## src/rtl/uart_tx.sv

```systemverilog
// uart_tx: byte-serial UART transmitter, 8 data bits, no parity, 1 or 2 stop
// bits, LSB first, idle-high line. A one-entry holding register lets the
// producer queue the next byte mid-frame so frames chain with no idle gap.
module uart_tx #(
  parameter int CLKS_PER_BIT = 104,
  parameter int STOP_BITS    = 1
) (
  input  logic       clk,
  input  logic       rst,
  input  logic [7:0] data_in,
  input  logic       data_valid,
  output logic       ready,
  output logic       tx,
  output logic       busy,
  output logic       tx_done
);

  localparam int             CW        = (CLKS_PER_BIT > 1) ? $clog2(CLKS_PER_BIT) : 1;
  localparam logic [CW-1:0]  CNT_LAST  = CW'(CLKS_PER_BIT - 1);
  localparam logic [CW-1:0]  CNT_ZERO  = {CW{1'b0}};
  localparam logic [CW-1:0]  CNT_ONE   = CW'(1);
  localparam logic           STOP_LAST = (STOP_BITS == 2) ? 1'b1 : 1'b0;

  typedef enum logic [1:0] {
    IDLE  = 2'd0,
    START = 2'd1,
    DATA  = 2'd2,
    STOP  = 2'd3
  } state_t;

  state_t          state_r, state_s;
  logic [CW-1:0]   cnt_r, cnt_s;
  logic [2:0]      bit_idx_r, bit_idx_s;
  logic            stop_cnt_r, stop_cnt_s;
  logic [7:0]      shift_r, shift_s;
  logic [7:0]      hold_r, hold_s;
  logic            hold_full_r, hold_full_s;
  logic            tx_r, tx_s;
  logic            ready_r, ready_s;
  logic            busy_r, busy_s;
  logic            done_r, done_s;

  logic            accept_s;
  logic            bit_end_s;
  logic            final_s;

  // Next-state, counter, shift/hold and registered-output computation.
  always_comb begin
    state_s     = state_r;
    cnt_s       = cnt_r;
    bit_idx_s   = bit_idx_r;
    stop_cnt_s  = stop_cnt_r;
    shift_s     = shift_r;
    hold_s      = hold_r;
    hold_full_s = hold_full_r;
    tx_s        = 1'b1;
    accept_s    = data_valid && !hold_full_r;
    bit_end_s   = (cnt_r == CNT_ZERO);
    final_s     = (state_r == STOP) && bit_end_s && (stop_cnt_r == STOP_LAST);

    case (state_r)
      IDLE: begin
        cnt_s = CNT_ZERO;
        if (accept_s) begin
          shift_s   = data_in;
          cnt_s     = CNT_LAST;
          bit_idx_s = 3'd0;
          state_s   = START;
        end else begin
          state_s = IDLE;
        end
      end

      START: begin
        if (bit_end_s) begin
          cnt_s     = CNT_LAST;
          bit_idx_s = 3'd0;
          state_s   = DATA;
        end else begin
          cnt_s = cnt_r - CNT_ONE;
        end
      end

      DATA: begin
        if (bit_end_s) begin
          cnt_s   = CNT_LAST;
          shift_s = {1'b0, shift_r[7:1]};
          if (bit_idx_r == 3'd7) begin
            stop_cnt_s = 1'b0;
            state_s    = STOP;
          end else begin
            bit_idx_s = bit_idx_r + 3'd1;
          end
        end else begin
          cnt_s = cnt_r - CNT_ONE;
        end
      end

      STOP: begin
        if (bit_end_s) begin
          if (stop_cnt_r == STOP_LAST) begin
            // Final stop edge: chain the held byte, or a byte offered right now.
            if (hold_full_r) begin
              shift_s     = hold_r;
              hold_full_s = 1'b0;
              cnt_s       = CNT_LAST;
              bit_idx_s   = 3'd0;
              state_s     = START;
            end else if (accept_s) begin
              shift_s   = data_in;
              cnt_s     = CNT_LAST;
              bit_idx_s = 3'd0;
              state_s   = START;
            end else begin
              cnt_s   = CNT_ZERO;
              state_s = IDLE;
            end
          end else begin
            stop_cnt_s = stop_cnt_r + 1'b1;
            cnt_s      = CNT_LAST;
          end
        end else begin
          cnt_s = cnt_r - CNT_ONE;
        end
      end

      default: begin
        cnt_s   = CNT_ZERO;
        state_s = IDLE;
      end
    endcase

    // Mid-frame accepts park in the holding register.
    if (accept_s && (state_r != IDLE) && !final_s) begin
      hold_s      = data_in;
      hold_full_s = 1'b1;
    end else begin
      hold_s = hold_s;
    end

    case (state_s)
      START:   tx_s = 1'b0;
      DATA:    tx_s = shift_s[0];
      default: tx_s = 1'b1;
    endcase

    ready_s = !hold_full_s;
    busy_s  = (state_s != IDLE);
    done_s  = (state_s == STOP) && (cnt_s == CNT_ZERO) && (stop_cnt_s == STOP_LAST);
  end

  // State, datapath and output registers with asynchronous reset.
  always_ff @(posedge clk or posedge rst) begin
    if (rst) begin
      state_r     <= IDLE;
      cnt_r       <= CNT_ZERO;
      bit_idx_r   <= 3'd0;
      stop_cnt_r  <= 1'b0;
      shift_r     <= 8'h00;
      hold_r      <= 8'h00;
      hold_full_r <= 1'b0;
      tx_r        <= 1'b1;
      ready_r     <= 1'b1;
      busy_r      <= 1'b0;
      done_r      <= 1'b0;
    end else begin
      state_r     <= state_s;
      cnt_r       <= cnt_s;
      bit_idx_r   <= bit_idx_s;
      stop_cnt_r  <= stop_cnt_s;
      shift_r     <= shift_s;
      hold_r      <= hold_s;
      hold_full_r <= hold_full_s;
      tx_r        <= tx_s;
      ready_r     <= ready_s;
      busy_r      <= busy_s;
      done_r      <= done_s;
    end
  end

  assign tx      = tx_r;
  assign ready   = ready_r;
  assign busy    = busy_r;
  assign tx_done = done_r;

endmodule

```

## config.mk

```make
export PLATFORM = sky130hd
export DESIGN_NAME = uart_tx
export DESIGN_NICKNAME = d
export VERILOG_FILES = /design/src/rtl/uart_tx.sv
export SDC_FILE = /design/constraint.sdc
export NUM_CORES = 1
export LEC_CHECK = 0
export BUFFER_PORTS_ARGS = -buffer_cell sky130_fd_sc_hd__buf_2
export CORE_MARGIN = 2
export CORE_UTILIZATION = 51
export CTS_CLUSTER_SIZE = 24
export DETAILED_ROUTE_END_ITERATION = 6
export PLACE_DENSITY = 0.67
export SYNTH_ARGS = -nofsm -noshare
export SYNTH_HDL_FRONTEND = slang
export SYNTH_SLANG_ARGS = --single-unit
```

## constraint.sdc

```tcl
create_clock -name clk -period 3.3 [get_ports clk]
set_clock_uncertainty 0.15 [all_clocks]
set_input_delay 0.66 -clock clk [delete_from_list [all_inputs] [get_ports clk]]
set_output_delay 0.66 -clock clk [all_outputs]
set_load 0.01 [all_outputs]
```

==> results.sh, run 1 <==
export IMPL_diodes=0
export IMPL_setup_slack_ps=611.6
export IMPL_power_leakage_nw=0.9545
export IMPL_critPathLaunchType="flop"
export IMPL_critical_path_buf_inv_count=1
export IMPL_die_area_mm2=0.004267
export IMPL_synthArstFlopShare_pct=100.0
export IMPL_cp_max_fo=6
export IMPL_cts_made_buffers=5
export IMPL_synth_cells=181
export IMPL_core_area_mm2=0.003633
export IMPL_layout_commonest_cell="dfrtp_1"
export IMPL_setup_tns_final_ps=0
export IMPL_grt_pass1_vias=1491
export IMPL_cts_tree="done"
export IMPL_synth_ff_latch_count=34
export IMPL_max_clock_path_buffers=2
export IMPL_ys_types=53
export IMPL_drc=0
export IMPL_multi_input_area_um2=997.2
export IMPL_slew_violations=0
export IMPL_synth_fp_nets=200
export IMPL_die_w_um=65.33
export IMPL_max_freq_mhz=372.0
export IMPL_critPathSlowestCell="o41ai_1"
export IMPL_grt_start_max_net_pins=35
export IMPL_rsz0062_at_grt="false"
export IMPL_worst_r2r_setup_slack_ps=610
export IMPL_place_congestion=0.8402
export IMPL_initial_core_util_pct=52.79
export IMPL_fill_cells=325
export IMPL_drtAntennaViolNets=0
export IMPL_place_ws_ps=651.6
export IMPL_clkLatencyLatePin_ps=290
export IMPL_nNetsFinal=216
export IMPL_first_pass_iters=4
export IMPL_yosys_warnings=0
export IMPL_cts_root_buf="clkbuf_8"
export IMPL_post_route_period_util_pct=81.47
export IMPL_crit_path_max_incr_delay_ps=800
export IMPL_timing_slew_headroom_pct=35.00
export IMPL_cts_setup_buffers=0
export IMPL_ctsHoldBuffers=0
export IMPL_mostFrequentLayoutCells="32 x dfrtp_1, 16 x nor2_1, 14 x buf_2"
export IMPL_status="finished, final reports clean"
export IMPL_cp_required_ps=3330
export IMPL_cp_arrival_ps=2720
export IMPL_setup_viol_count_final=0
export IMPL_period_minus_slack_ps=2688
export IMPL_cp_top_family="compound AO/OA/AOI/OAI gates"
export IMPL_hp_class="primary input to asynchronous set/reset pin"
export IMPL_htreeDepth=2
export IMPL_setup_worst_path_end_class="flop"
export IMPL_place_hpwl_um=3067
export IMPL_drive_above_1_share_pct=24.24
export IMPL_grt_usage_pct=22.45
export IMPL_critPathKind="flop to flop"
export IMPL_tightestPinTransition_ps=962.4
export IMPL_dr_first_iter_drc_count=124
export IMPL_ff_latch_area_um2=853.3
export IMPL_hold_ws_ps=300.1
export IMPL_syn_area_per_cell_um2=10.60
export IMPL_pin_count=15
export IMPL_cts_sinks=34
export IMPL_grt_pass1_wl_um=7300
export IMPL_area_growth_pct=11.87
export IMPL_die_height_um=65.33
export IMPL_numPortBuffers=14
export IMPL_drv_cap=0
export IMPL_crit_path_cell_trace="inv_1, ha_1, nor3b_1, nand2_1, o41ai_1, a41oi_1, nor4_1"
export IMPL_num_rows=22
export IMPL_p_per_area_mw_per_mm2=395.9
export IMPL_clk_pin_slew_ps=70
export IMPL_cts_resized=0
export IMPL_via_count=1479
export IMPL_hold_violations=0
export IMPL_vias_per_cell=6.012
export IMPL_syn_area_mm2=0.001918
export IMPL_grt_ovfl_total=0
export IMPL_synth_edf_count=0
export IMPL_seq_area_frac_synth_pct=44.49
export IMPL_drt_total_wl_um=4197
export IMPL_wl_per_cell_um=17.06
export IMPL_yosys_most_used_dff="dfrtp_1"
export IMPL_vdd_drop_max_uv=265.8
export IMPL_antenna_found_initial=0
[cell families after synthesis]
group	Yosys count	share of synthesized area, %
fa+ha+maj	8	5.219
simple gates	57	17.68
compound gates	49	20.48
flops	34	44.49
buf+inv	17	3.522
xor+xnor	5	2.284
mux	11	6.328
[worst register-to-register path, delay by kind of cell (launching register included)]
family / cells / cell delay [ps]
buf+inv: 1 / 120
flops: 1 / 400
compound gates: 2 / 920
fa+ha+maj: 1 / 200
simple gates: 3 / 790
[final timing paths]
check,from,end,depth (start not counted)
setup / recovery,cnt_r[0],tx_done,7
hold / removal,rst,shift_r[6],3
setup reg to reg,cnt_r[0],tx_done,7
hold reg to reg,shift_r[7],shift_r[7],1
max in group asynchronous,rst,tx,3
min in group clk,shift_r[7],shift_r[7],1
[through the flow]
step                power, mW  cell area, um2  std cells  util [%]
floorplan              0.4571            1918        181         -
detailed placement     0.4724            2029        238     55.85
finish                 0.8495            2146        246     59.06
global route           0.8852            2146        246     59.06
global placement       0.4699            2029        238     55.85
CTS                    0.8604            2146        246     59.06
[cell type report]
type / count / area share (%)
Tap cell: 48 / 2.799
Multi-Input combinational cell: 130 / 46.47
Timing Repair Buffer: 15 / 3.615
Sequential cell: 34 / 39.77
Clock inverter: 1 / 1.399
Inverter: 11 / 1.924
Clock buffer: 7 / 4.023
[routing by layer]
| layer | wire length [um] | share of wire [%] | vias to the layer above | GRT usage (%) |
|---|---|---|---|---|
| li1 | - | - | 706 | - |
| met1 | 1948 | 46 | 716 | 30.66 |
| met2 | 1931 | 46 | 49 | 34.82 |
| met3 | 260 | 6.2 | 8 | 7.021 |
| met4 | 57 | 1.4 | 0 | 5.729 |
| met5 | 0 | 0 | - | 0 |
[registers in the layout, indices dropped and copies added (netlist names)]
| register | flops |
|---|---|
| shift_r | 8 |
| state_r | 2 |
| hold_r | 8 |
| bit_idx_r | 3 |
| stop_cnt_r | 1 |
| cnt_r | 7 |
| busy | 1 |
| hold_full_r | 1 |
| tx | 1 |
| tx_done | 1 |
| ready | 1 |
[synth_stat cells, types with 2 or more instances]
library cell  count  area share, %
ha_1              8            5.2
o21ai_0           8            2.1
xor2_1            3            1.4
o2bb2ai_1         7            3.2
nand3_1           3           0.78
nor2_1           16            3.1
a31oi_1           3           0.98
xnor2_1           2           0.91
nor3_1            3           0.78
dfstp_2           2            2.7
nor4_4            2            2.2
a21o_1            3            1.2
clkbuf_1          4           0.78
or2_2             3           0.98
mux2i_1           2            1.0
nor2b_1           3           0.98
o21a_1            2           0.78
dfrtp_1          32             42
a22o_1            2           0.91
a21oi_1           4            1.0
nand2_1          13            2.5
inv_1            11            2.2
a222oi_1          6            3.1
nor4_1            2           0.65
mux2_2            9            5.3
[power breakdown]
part / switching [mW] / leakage (nW) / total, mW / internal (mW)
registers: 0.00653 / 0.414 / 0.435 / 0.428
clock network: 0.139 / 0.0585 / 0.385 / 0.246
logic: 0.0151 / 0.482 / 0.0292 / 0.0141
Note: power is estimated with default switching activity, not from simulation.
==> run 2: changes to the inputs <==
--- a/config.mk
+++ b/config.mk
@@ -5,6 +5,7 @@
 export SDC_FILE = /design/constraint.sdc
 export NUM_CORES = 1
 export LEC_CHECK = 0
+export ABC_AREA = 1
 export BUFFER_PORTS_ARGS = -buffer_cell sky130_fd_sc_hd__buf_2
 export CORE_MARGIN = 2
 export CORE_UTILIZATION = 51
==> constraint.sdc (replaced) <==
create_clock -name clk -period 2.8 [get_ports clk]
set_clock_uncertainty 0.15 [all_clocks]
set_input_delay 0.56 -clock clk [delete_from_list [all_inputs] [get_ports clk]]
set_output_delay 0.56 -clock clk [all_outputs]
set_load 0.01 [all_outputs]
==> results.sh, run 2 <==
export IMPL_r2r_start="state_r[0]"
export IMPL_wl_met3_um=153
export IMPL_syn_area_mm2=0.002057
export IMPL_first_pass_iters=4
export IMPL_reg_largest_list="hold_r x8, shift_r x8, cnt_r x7"
export IMPL_tightestPinTransition_ps=751.1
export IMPL_critPathLaunchType="flop"
export IMPL_synth_top_cells_by_count="98 x nand2_1, 35 x inv_1, 32 x dfrtp_1"
export IMPL_startpoint="state_r[0]"
export IMPL_crit_path_end="hold_r[1]"
export IMPL_setup_viol_count_final=0
export IMPL_critPathKind="flop to flop"
export IMPL_synth_ff_latch_count=34
export IMPL_drt_total_wl_um=4221
export IMPL_switchingPower_mw=0.1889
export IMPL_die_w_um=67.51
export IMPL_cp_max_fo=13
export IMPL_numPortBuffers=14
export IMPL_place_hpwl_um=3130
export IMPL_die_area_mm2=0.004558
export IMPL_clkLatencyLatePin_ps=290
export IMPL_synth_area_leaders="dfrtp_1 39%, nand2_1 18%, inv_1 6.4%"
export IMPL_antenna_found_initial=0
export IMPL_yosys_area_top_type="dfrtp_1"
export IMPL_syn_area_per_cell_um2=7.320
export IMPL_drtAntennaViolNets=0
export IMPL_die_height_um=67.51
export IMPL_met2WireLength_um=1795
export IMPL_cts_resized=0
export IMPL_synth_top_area_share_pct=38.93
export IMPL_ys_types=31
export IMPL_cts_sinks=34
export IMPL_place_congestion=0.8974
export IMPL_pwr_share_seq_pct=55.5
export IMPL_cts_tree="done"
export IMPL_grt_ovfl_total=0
export IMPL_drc=0
export IMPL_hold_violations=0
export IMPL_drive_above_1_share_pct=15.28
export IMPL_pin_count=15
export IMPL_ff2ff_path_depth=7
export IMPL_max_freq_mhz=433.6
export IMPL_grt_usage_pct=21.19
export IMPL_via_count=1769
export IMPL_max_clock_path_buffers=2
export IMPL_drv_cap=0
export IMPL_grt_start_max_net_pins=35
export IMPL_cts_root_buf="clkbuf_8"
export IMPL_wl_per_cell_um=12.03
export IMPL_cp_required_ps=2820
export IMPL_period_minus_slack_ps=2307
export IMPL_power_leakage_nw=1.270
export IMPL_setup_worst_path_end_class="flop"
export IMPL_diodes=0
export IMPL_pwr_share_clk_pct=42.2
export IMPL_yosys_warnings=0
export IMPL_combPwrFrac_pct=2.3
export IMPL_yosys_most_used_dff="dfrtp_1"
export IMPL_timing_slew_headroom_pct=49.65
export IMPL_mostFrequentLayoutCells="98 x nand2_1, 35 x inv_1, 32 x dfrtp_1"
export IMPL_status="finished, final reports clean"
export IMPL_nNetsFinal=319
export IMPL_initial_core_util_pct=52.17
export IMPL_cts_made_buffers=5
export IMPL_area_growth_pct=10.28
export IMPL_synthArstFlopShare_pct=100.0
export IMPL_p_sw_share_pct=21.36
export IMPL_slew_violations=0
export IMPL_routed_top_layer="met4"
export IMPL_seq_area_frac_synth_pct=41.48
export IMPL_rsz0062_at_grt="false"
export IMPL_grt_pass1_wl_um=7320
export IMPL_num_rows=23
export IMPL_core_area_mm2=0.003943
export IMPL_vdd_drop_max_uv=318.3
export IMPL_synth_cells=281
export IMPL_htreeDepth=2
export IMPL_dpl_cell_count=343
export IMPL_grt_pass1_vias=1655
export IMPL_hp_class="primary input to asynchronous set/reset pin"
export IMPL_fill_cells=358
export IMPL_ctsHoldBuffers=0
export IMPL_yosysMostFrequentCell="nand2_1"
export IMPL_post_route_period_util_pct=82.38
export IMPL_synth_edf_count=0
export IMPL_layout_commonest_cell="nand2_1"
export IMPL_wl_met1_um=2198
export IMPL_instances_no_fill=351
export IMPL_cts_setup_buffers=0
export IMPL_timing_rr_end="hold_r[1]"
export IMPL_synth_fp_nets=300
export IMPL_dr_first_iter_drc_count=100
export IMPL_setup_tns_final_ps=0
export IMPL_cp_arrival_ps=2330
export IMPL_internal_power_mw=0.6955
export IMPL_p_per_area_mw_per_mm2=389.9
export IMPL_clk_pin_slew_ps=70
export IMPL_worst_r2r_setup_slack_ps=490
export IMPL_vias_per_cell=5.040
-- run 2: changes by cell type after synthesis, moves of 6 or more --
cell / change
nand2_1: +85
inv_1: +24
nand3_1: +10
o21ai_0: +10
mux2_2: -9
o21ai_1: +9
o2bb2ai_1: -7
a222oi_1: -6
nor2_1: +6
-- run 2: layer usage --
layer	global-route usage, %	vias to the layer above
li1	-	929
met1	29.50	801
met2	32.35	32
met3	3.667	7
met4	9.184	0
met5	0	-
-- run 2: cell type report --
type,instances,area [um2],share of cell area [%]
well taps,50,62.56,2.758
repair buffers,16,85.08,3.751
inverters,38,142.6,6.288
flip-flops and latches,34,853.3,37.62
clock inverters,1,5.005,0.2206
multi-input cells,205,1033,45.56
clock buffers,7,86.33,3.806
-- run 2: metrics by stage --
stage	util, %	power (mW)	worst slack, ps	instance area [um2]	hold WS (ps)
final	57.54	0.8845	493.5	2268	202.2
after global routing	57.54	0.9108	269.4	2268	253.7
after CTS	57.54	0.8981	512.4	2268	215.7
after detailed placement	55.22	0.5214	528.1	2177	330.8
after global placement	55.22	0.5213	546.8	2177	313.0
after floorplan	-	0.5079	1023	2057	284.5
-- run 2: critical path, stage by stage, from the launching register on --
cell     delay, ps
dfrtp_1        410
inv_1          110
ha_1           310
buf_4          190
nor3_2         630
inv_1          210
nand2_1        100
o21ai_0         80
-- run 2: worst min path at each step --
| stage | start | to | slack [ps] | cells after the start |
|---|---|---|---|---|
| global placement | hold_r[0] | hold_r[0] | 310 | 2 |
| detailed placement | hold_r[2] | hold_r[2] | 330 | 2 |
| finish | rst | hold_r[0] | 200 | 3 |
| floorplan | hold_r[0] | hold_r[0] | 280 | 2 |
| global route | rst | shift_r[6] | 250 | 3 |
| CTS | rst | hold_r[6] | 220 | 3 |
-- run 2: power by group through the flow --
stage                     registers, mW  logic, mW  clock network [mW]
after detailed placement          0.500     0.0210                   0
after global placement            0.500     0.0209                   0
final                             0.491     0.0203               0.373
after global routing              0.491     0.0239               0.396
after floorplan                   0.500    0.00757                   0
after CTS                         0.491     0.0211               0.386
-- run 2: cells by family (layout without fill, tap and decap cells) --
kind of cell	after synthesis	count (layout)	share of synthesized area, %
xor+xnor	2	2	0.8517
fa+ha+maj	8	8	4.866
simple gates	158	158	34.67
buf+inv	42	62	8.272
flops	34	34	41.48
compound gates	37	37	9.854
==> run 3: changes to the inputs <==
--- a/config.mk
+++ b/config.mk
@@ -11,7 +11,7 @@
 export CORE_UTILIZATION = 51
 export CTS_CLUSTER_SIZE = 24
 export DETAILED_ROUTE_END_ITERATION = 6
-export PLACE_DENSITY = 0.67
+export PLACE_DENSITY = 0.7
 export SYNTH_ARGS = -nofsm -noshare
 export SYNTH_HDL_FRONTEND = slang
 export SYNTH_SLANG_ARGS = --single-unit
==> constraint.sdc (replaced) <==
create_clock -name clk -period 1.93 [get_ports clk]
set_clock_uncertainty 0.15 [all_clocks]
set_input_delay 0.386 -clock clk [delete_from_list [all_inputs] [get_ports clk]]
set_output_delay 0.386 -clock clk [all_outputs]
set_load 0.01 [all_outputs]
==> results.sh, run 3 (same netlist as run 2, synthesis figures left out) <==
export IMPL_die_area_mm2=0.004558
export IMPL_num_rows=23
export IMPL_cp_arrival_ps=2070
export IMPL_place_ws_ps=-22.02
export IMPL_tightestPinTransition_ps=438.1
export IMPL_post_route_period_util_pct=106.6
export IMPL_grt_usage_pct=22.79
export IMPL_cp_top_family="simple AND/OR/NAND/NOR gates"
export IMPL_crit_path_max_incr_delay_ps=400
export IMPL_drive_above_1_share_pct=36.25
export IMPL_timing_slew_headroom_pct=70.79
export IMPL_max_freq_mhz=485.9
export IMPL_die_w_um=67.51
export IMPL_initial_core_util_pct=52.17
export IMPL_clk_pin_slew_ps=70
export IMPL_cp_required_ps=1950
export IMPL_cp_max_fo=4
export IMPL_mostFrequentLayoutCells="82 x nand2_1, 32 x dfrtp_1, 28 x inv_1"
export IMPL_grt_pass1_wl_um=7955
export IMPL_critPathSlowestCell="dfrtp_1"
export IMPL_vdd_drop_max_uv=388.3
export IMPL_drtAntennaViolNets=0
export IMPL_hp_class="primary input to asynchronous set/reset pin"
export IMPL_power_leakage_nw=1.545
export IMPL_cts_made_buffers=5
export IMPL_first_pass_iters=4
export IMPL_diodes=0
export IMPL_wl_per_cell_um=14.01
export IMPL_reg_largest_list="hold_r x8, shift_r x8, cnt_r x7"
export IMPL_setup_worst_path_end_class="flop"
export IMPL_ctsHoldBuffers=0
export IMPL_clkLatencyLatePin_ps=290
export IMPL_violations="negative setup slack"
export IMPL_cts_sinks=34
export IMPL_dpl_cell_count=364
export IMPL_antenna_found_initial=0
export IMPL_pin_count=15
export IMPL_postPlaceCellArea_mm2=0.002347
export IMPL_setup_viol_count_final=22
export IMPL_instances_no_fill=381
export IMPL_vias_per_cell=5.178
export IMPL_numPortBuffers=14
export IMPL_place_hpwl_um=3379
export IMPL_critPathKind="flop to flop"
export IMPL_p_per_area_mw_per_mm2=498.2
export IMPL_setup_slack_ps=-128.1
export IMPL_drv_cap=0
export IMPL_hold_violations=0
export IMPL_status="complete, but fails checks"
export IMPL_place_congestion=0.8461
export IMPL_grt_pass1_vias=1821
export IMPL_critPathLaunchType="flop"
export IMPL_grt_ovfl_total=0
export IMPL_area_growth_pct=35.58
export IMPL_via_count=1973
export IMPL_dr_first_iter_drc_count=164
export IMPL_htreeDepth=2
export IMPL_drc=0
export IMPL_period_minus_slack_ps=2058
export IMPL_cts_root_buf="clkbuf_8"
export IMPL_design_area_mm2=0.002789
export IMPL_slew_violations=0
export IMPL_crit_path_cell_trace="inv_2, ha_4, inv_2, nor2_4, buf_12, nand4_4, nand2_2, nand2_2, nor2_4, inv_1, o21ai_0, nand2_1"
export IMPL_layout_commonest_cell="nand2_1"
export IMPL_grt_start_max_net_pins=35
export IMPL_cts_tree="done"
export IMPL_critical_path_buf_inv_count=4
export IMPL_max_clock_path_buffers=2
export IMPL_die_height_um=67.51
export IMPL_rsz0062_at_grt="true"
export IMPL_setup_tns_final_ps=-1505
export IMPL_core_area_mm2=0.003943
export IMPL_drt_total_wl_um=5339
export IMPL_nNetsFinal=349
[run 3: cell count changes in the layout (fill, tap and decap cells not counted), moves of 7 or more]
cell and delta:
o21ai_0 -7, o21ai_2 +7, nand2_1 -16, inv_2 +7
nand2_2 +13, inv_1 -7, buf_4 +19, buf_6 +7
[run 3: path summary, 6_finish.rpt]
path | startpoint | endpoint | slack, ps | cells past startpoint
hold / removal | rst | hold_r[6] | 30 | 3
setup reg to reg | cnt_r[0] | shift_r[5] | -130 | 12
min in group clk | data_in[0] | hold_r[0] | 170 | 3
setup / recovery | cnt_r[0] | shift_r[5] | -130 | 12
max in group asynchronous | rst | tx | 1240 | 3
hold reg to reg | bit_idx_r[0] | bit_idx_r[0] | 340 | 1
[run 3: tightest hold or removal path, delay by kind of cell]
kind                   cells  cell delay [ps]
buffers and inverters      3              510
[run 3: what timing repair did]
action                                  in CTS  in global routing
resized for setup                            2                 70
buffers inserted                             0                  7
gates cloned                                 0                  2
endpoints found under the setup margin       2                 28
pin swaps                                    0                 25
[run 3: layout make-up]
class	instances	area, um2
Multi-Input combinational cell	206	1252
Clock inverter	1	30.03
Fill cell	289	1154
Timing Repair Buffer	45	371.6
Inverter	38	142.6
Sequential cell	34	853.3
Tap cell	50	62.56
Clock buffer	7	76.32
[run 3: per-stage QoR]
step	utilization, %	total power [mW]	hold WS, ps
after detailed placement	59.54	0.7558	325.9
after global routing	70.74	1.432	91.96
after CTS	62.46	1.388	57.53
after global placement	59.54	0.7558	302.7
final	70.74	1.390	33.99
after floorplan	-	0.7369	284.5
[run 3: metal layers]
layer	wire, um	part of all wire (%)	global-route usage, %
met5	0	0	0
met4	72	1.3	8.673
met3	224	4.2	3.667
met2	2611	49	34.68
met1	2431	46	32.48
[run 3: report_power, final]
group	total [mW]	switching (mW)	internal (mW)
Combinational	0.0319	0.0230	0.00894
Clock	0.645	0.259	0.387
Sequential	0.712	0	0.712
